$ cat config.mk
export PLATFORM = sky130hd
export DESIGN_NAME = mult_cpa_pipe
export DESIGN_NICKNAME = d
export VERILOG_FILES = /design/src/rtl/mult_cpa_pipe.sv
export SDC_FILE = /design/constraint.sdc
export NUM_CORES = 1
export LEC_CHECK = 0
export CORE_MARGIN = 1.5
export CORE_UTILIZATION = 55
export CTS_CLUSTER_DIAMETER = 50
export DETAILED_ROUTE_END_ITERATION = 10
export PLACE_DENSITY = 0.87
export SLEW_MARGIN = 20
export SYNTH_ARGS = -nofsm -noshare
export SYNTH_HDL_FRONTEND = slang
export SYNTH_SLANG_ARGS = --single-unit
$ cat constraint.sdc
create_clock -name clk -period 6.6 [get_ports clk]
set_clock_uncertainty 0.15 [all_clocks]
set_input_delay 1.65 -clock clk [delete_from_list [all_inputs] [get_ports clk]]
set_output_delay 1.65 -clock clk [all_outputs]
set_load 0.005 [all_outputs]
$ cat src/rtl/mult_cpa_pipe.sv
// Final carry-propagate stage of the 16x16 multiplier: two-stage split adder with valid/ready.
// Optional carry-out flag port ovf when MULT_CPA_OVF_EN is defined.
module mult_cpa_pipe #(
  parameter int WIDTH = 32,
  parameter int SPLIT = 16
) (
  input  logic             clk,
  input  logic             rst,
  input  logic [WIDTH-1:0] in_sum,
  input  logic [WIDTH-1:0] in_carry,
  input  logic             in_valid,
  output logic             in_ready,
  output logic [WIDTH-1:0] prod,
  output logic             out_valid,
  input  logic             out_ready
`ifdef MULT_CPA_OVF_EN
  ,
  output logic             ovf
`endif
);

  localparam int HW = WIDTH - SPLIT;

  logic            s1_valid;
  logic [SPLIT:0]  s1_lo;
  logic [HW-1:0]   s1_sum_hi;
  logic [HW-1:0]   s1_carry_hi;
  logic            s2_ready;

`ifdef MULT_CPA_OVF_EN
  logic [HW:0]     hi;
  assign hi = {1'b0, s1_sum_hi} + {1'b0, s1_carry_hi} + (HW+1)'(s1_lo[SPLIT]);
`else
  logic [HW-1:0]   hi;
  assign hi = s1_sum_hi + s1_carry_hi + HW'(s1_lo[SPLIT]);
`endif

  // Each stage accepts when it is empty or its contents move on in the same cycle.
  assign s2_ready = !out_valid || out_ready;
  assign in_ready = !s1_valid || s2_ready;

  // Stage 1 resolves the low segment and parks the upper operand bits for stage 2.
  always_ff @(posedge clk) begin
    if (rst) begin
      s1_valid    <= 1'b0;
      s1_lo       <= '0;
      s1_sum_hi   <= '0;
      s1_carry_hi <= '0;
    end else begin
      if (in_ready) s1_valid <= in_valid;
      if (in_valid && in_ready) begin
        s1_lo       <= {1'b0, in_sum[SPLIT-1:0]} + {1'b0, in_carry[SPLIT-1:0]};
        s1_sum_hi   <= in_sum[WIDTH-1:SPLIT];
        s1_carry_hi <= in_carry[WIDTH-1:SPLIT];
      end
    end
  end

  // Stage 2 folds in the low-segment carry and holds the result until downstream takes it.
  always_ff @(posedge clk) begin
    if (rst) begin
      out_valid <= 1'b0;
      prod      <= '0;
`ifdef MULT_CPA_OVF_EN
      ovf       <= 1'b0;
`endif
    end else begin
      if (s2_ready) out_valid <= s1_valid;
      if (s1_valid && s2_ready) begin
        prod <= {hi[HW-1:0], s1_lo[SPLIT-1:0]};
`ifdef MULT_CPA_OVF_EN
        ovf  <= hi[HW];
`endif
      end
    end
  end

endmodule

After elaboration in Yosys (flattened, before gate mapping) --
Index checks and enable logic that the tools add are counted.
Storage, ports and cells: register bits 83, input bits 68, output and inout bits 34, word-level logic and storage cells 15
Cells by class: add/sub/neg operators 3, reductions and logical operators 6
Operators with widths (number):
- $add A16 B16 Y17 | 1
- $add A16 B1 Y16 | 1
- $add A16 B16 Y16 | 1
- $logic_and A1 B1 Y1 | 2
- $logic_not A1 Y1 | 2
- $logic_or A1 B1 Y1 | 2

Depth between registers and ports, before layout --
word-level depth 4, gate-level depth with buffers 8, depth with buffers taken out 8

Least setup slack after synthesis --
OpenSTA, ideal clock, no wires.
path type in2out, start point in out_ready, end point out in_ready, arrival 1.839 ns, required time 4.800 ns, path slack 2.961 ns, cell stages on the path 1, buffers on the path 0, cell sequence nand3b_1
On the way: cells in the longest elaborated chain, start to end 2
Ends and longest elaborated chain:
- from (decl) | RTL line 15 | input logic out_ready
- $logic_or A1 B1 Y1 | RTL line 39 | assign s2_ready = !out_valid || out_ready;
- $logic_or A1 B1 Y1 | RTL line 40 | assign in_ready = !s1_valid || s2_ready;
- to (decl) | RTL line 12 | output logic in_ready,
Every way passes these cells.

Worst setup path in the final report --
Same ends and word-level chain as after synthesis.

==> flow_metrics.py <==
metrics = {
    "power": {
        "peakVddDrop_mv": 0.1348,
        "p_per_area_mw_per_mm2": 204.3,
        "p_leak_nw": 2.213,
    },
    "logic_synthesis": {
        "ys.flop_type": "dfxtp_1",
        "yosysWarnings": 0,
        "synth_compound_area_share_pct": 26.73,
        "synth_top_area_cell": "dfxtp_1",
        "synth_nets": 674,
        "synth_area_mm2": 0.004498,
        "netlist_instances": 573,
        "synth_top_family_by_area": "compound AO/OA/AOI/OAI gates",
        "muxShareOfSynthArea_pct": 0,
        "synth_top_area_share_pct": 36.94,
        "avgSynthCellArea_um2": 7.850,
        "synth_cell_types": 63,
        "synth_xor_area_share_pct": 1.363,
        "synthArstFlopShare_pct": 0,
        "synth-edff-count": 0,
        "yosysMostFrequentCell": "nand2_1",
        "ys_seq_area_share_pct": 36.94,
        "synth_adder_area_share_pct": 9.680,
        "ys_ff_latch": 83,
        "ys_top_cells_by_area": "dfxtp_1 (37%), nand2_1 (10%), a21oi_1 (9.2%)",
        "synth_simple_gate_area_share_pct": 21.64,
        "synth.top_cells.by_count": "nand2_1 (122), a21oi_1 (83), dfxtp_1 (83)",
    },
    "clock_network": {
        "cts_setup_buffers": 0,
        "clockBufferDepth": 2,
        "clk_latency_ns": 0.36,
        "cts_made_buffers": 9,
        "clkTransAtPathRegs_ns": 0.08,
        "htreeDepth": 3,
        "cts_resized": 0,
        "cts-root-buf": "clkbuf_8",
        "cts_sinks": 83,
        "cts_hold_buf": 0,
        "cts_tree": "done",
    },
    "floorplan": {
        "core-area_mm2": 0.007807,
        "die_w_um": 93.44,
        "die_area_mm2": 0.008730,
        "io_pins": 102,
        "rows": 32,
        "initial_core_util_pct": 57.61,
        "dieHeight_um": 93.44,
    },
    "run_status": {
        "outcome": "finished, final reports clean",
    },
    "routing": {
        "drtAntennaViolNets": 0,
        "drc": 0,
        "drt-wirelength-per-cell_um": 15.93,
        "first_iter_violations": 310,
        "first_pass_iters": 5,
        "num_vias": 4576,
        "vias_per_cell": 5.958,
        "drt_wl_total_um": 12230,
    },
    "grt": {
        "grt-busiest-layer": "met2",
        "grt_use_met1_pct": 37.24,
        "grt_pass1_vias": 4378,
        "use_met2_pct": 48.19,
        "grt_use_met3_pct": 6.667,
        "overflow": 0,
        "antenna_found_initial": 0,
        "track_usage_pct": 29.20,
        "grt_pass1_wl_um": 20190,
        "grt_max_degree": 47,
    },
    "place": {
        "hpwl_um": 9032,
        "portBuffers": 101,
        "post_dp_cell_area_mm2": 0.005554,
        "place.gp.congestion": 0.9199,
    },
    "cells_and_area": {
        "drive_gt1_share_pct": 4.655,
        "layout.nets": 762,
        "area_delta_synth_final_pct": 27.90,
        "antenna_cells": 0,
        "final_area_mm2": 0.005753,
    },
    "critical_path": {
        "crit_type": "input pin to output pin",
        "critPathMaxFanout": 4,
        "reg2reg_slack_ns": 3.83,
        "cp.arrival_ns": 2.80,
        "cp-start-kind": "input pin",
        "worstPathRequired_ns": 4.80,
        "end_kind": "output pin",
    },
    "sta": {
        "setup_tns_ns": 0,
        "fin_crit_sh_pct": 69.67,
        "slew_viol_final": 0,
        "fin_crit_ns": 4.598,
        "maxClockFrequency_mhz": 217.5,
        "relSlewSlack_pct": 27.42,
        "setup_viol": 0,
        "rsz0062_at_grt": "false",
        "hold_viol": 0,
        "worstMarginPinSlew_ns": 1.089,
    },
    "worst_hold_path": {
        "hold_path_class": "flop to flop",
    },
    "job": {
        "maxCapViolCount": 0,
    },
}
==> kinds of logic after synthesis <==
group	after synthesis
DFF	83
and+or+nand+nor	222
AOI/OAI and AO/OA	185
adders and majority gates	33
buffers and inverters	43
xor gates and xnor gates	7
==> routing by layer <==
metal | part of all wire (%) | vias up
li1 | - | 2237
met1 | 44 | 2146
met2 | 47 | 162
met3 | 5.7 | 31
met4 | 2.5 | 0
met5 | 0 | -
==> state kept, by name, indices dropped and copies added, names as in the netlist <==
signal / flops
s1_lo: 17
out_valid: 1
s1_valid: 1
s1_sum_hi: 16
prod: 32
s1_carry_hi: 16
==> final timing paths <==
check             startpoint  depth (start not counted)        to
hold / removal     s1_lo[15]                          2  prod[15]
setup reg to reg   s1_lo[16]                          8  prod[26]
setup / recovery   out_ready                          3  in_ready
hold reg to reg    s1_lo[15]                          2  prod[15]
==> stage by stage <==
stage / power (mW) / instances / setup WS (ns) / hold slack, ns / utilization, %
after floorplan: 0.7108 / 573 / 2.961 / 0.2774 / -
after global placement: 0.8044 / 752 / 2.030 / 0.2851 / 71.14
after detailed placement: 0.8139 / 752 / 2.008 / 0.2951 / 71.14
after CTS: 1.177 / 768 / 2.001 / 0.3040 / 73.69
after global routing: 1.232 / 768 / 1.951 / 0.3231 / 73.69
final: 1.175 / 768 / 2.002 / 0.3044 / 73.69
==> cell usage in the layout (no fill, tap or decap), types with 3 or more instances in the layout <==
cell type	Yosys	layout
nand2_1	122	122
clkdlybuf4s50_1	0	100
a21oi_1	83	83
dfxtp_1	83	83
nor2_1	36	36
ha_1	30	30
o21ai_0	23	23
nand3_1	18	18
inv_1	15	15
a21o_1	11	11
nor3_1	11	11
clkbuf_8	0	9
a211oi_1	8	8
or3_1	7	7
and3_1	7	7
o211ai_1	7	7
o21a_1	6	6
xnor2_1	5	5
nand4_1	4	4
a31oi_1	4	4
a311o_1	4	4
buf_4	0	4
nor2b_1	3	3
o2111ai_1	3	3
a211o_1	3	3
fa_1	3	3
==> area by class of cell <==
| cell class | count | area, µm² |
|---|---|---|
| clock inverters | 6 | 71.32 |
| clock buffers | 10 | 127.6 |
| flip-flops and latches | 83 | 1662 |
| multi-input cells | 447 | 2673 |
| repair buffers | 105 | 1036 |
| inverters | 15 | 56.30 |
| well taps | 102 | 127.6 |
| fillers | 624 | 2054 |
==> where the power goes <==
group	leakage, nW	total, mW	switching (mW)	internal, mW
sequential	0.681	0.550	0.0187	0.532
combinational	1.44	0.256	0.136	0.120
clock	0.0935	0.369	0.191	0.178
==> critical path: stages <==
cell	delay [ns]
clkdlybuf4s50_1	0.46
nand3b_1	0.16
clkdlybuf4s50_1	0.52
Power figures use the tool's default switching activity.
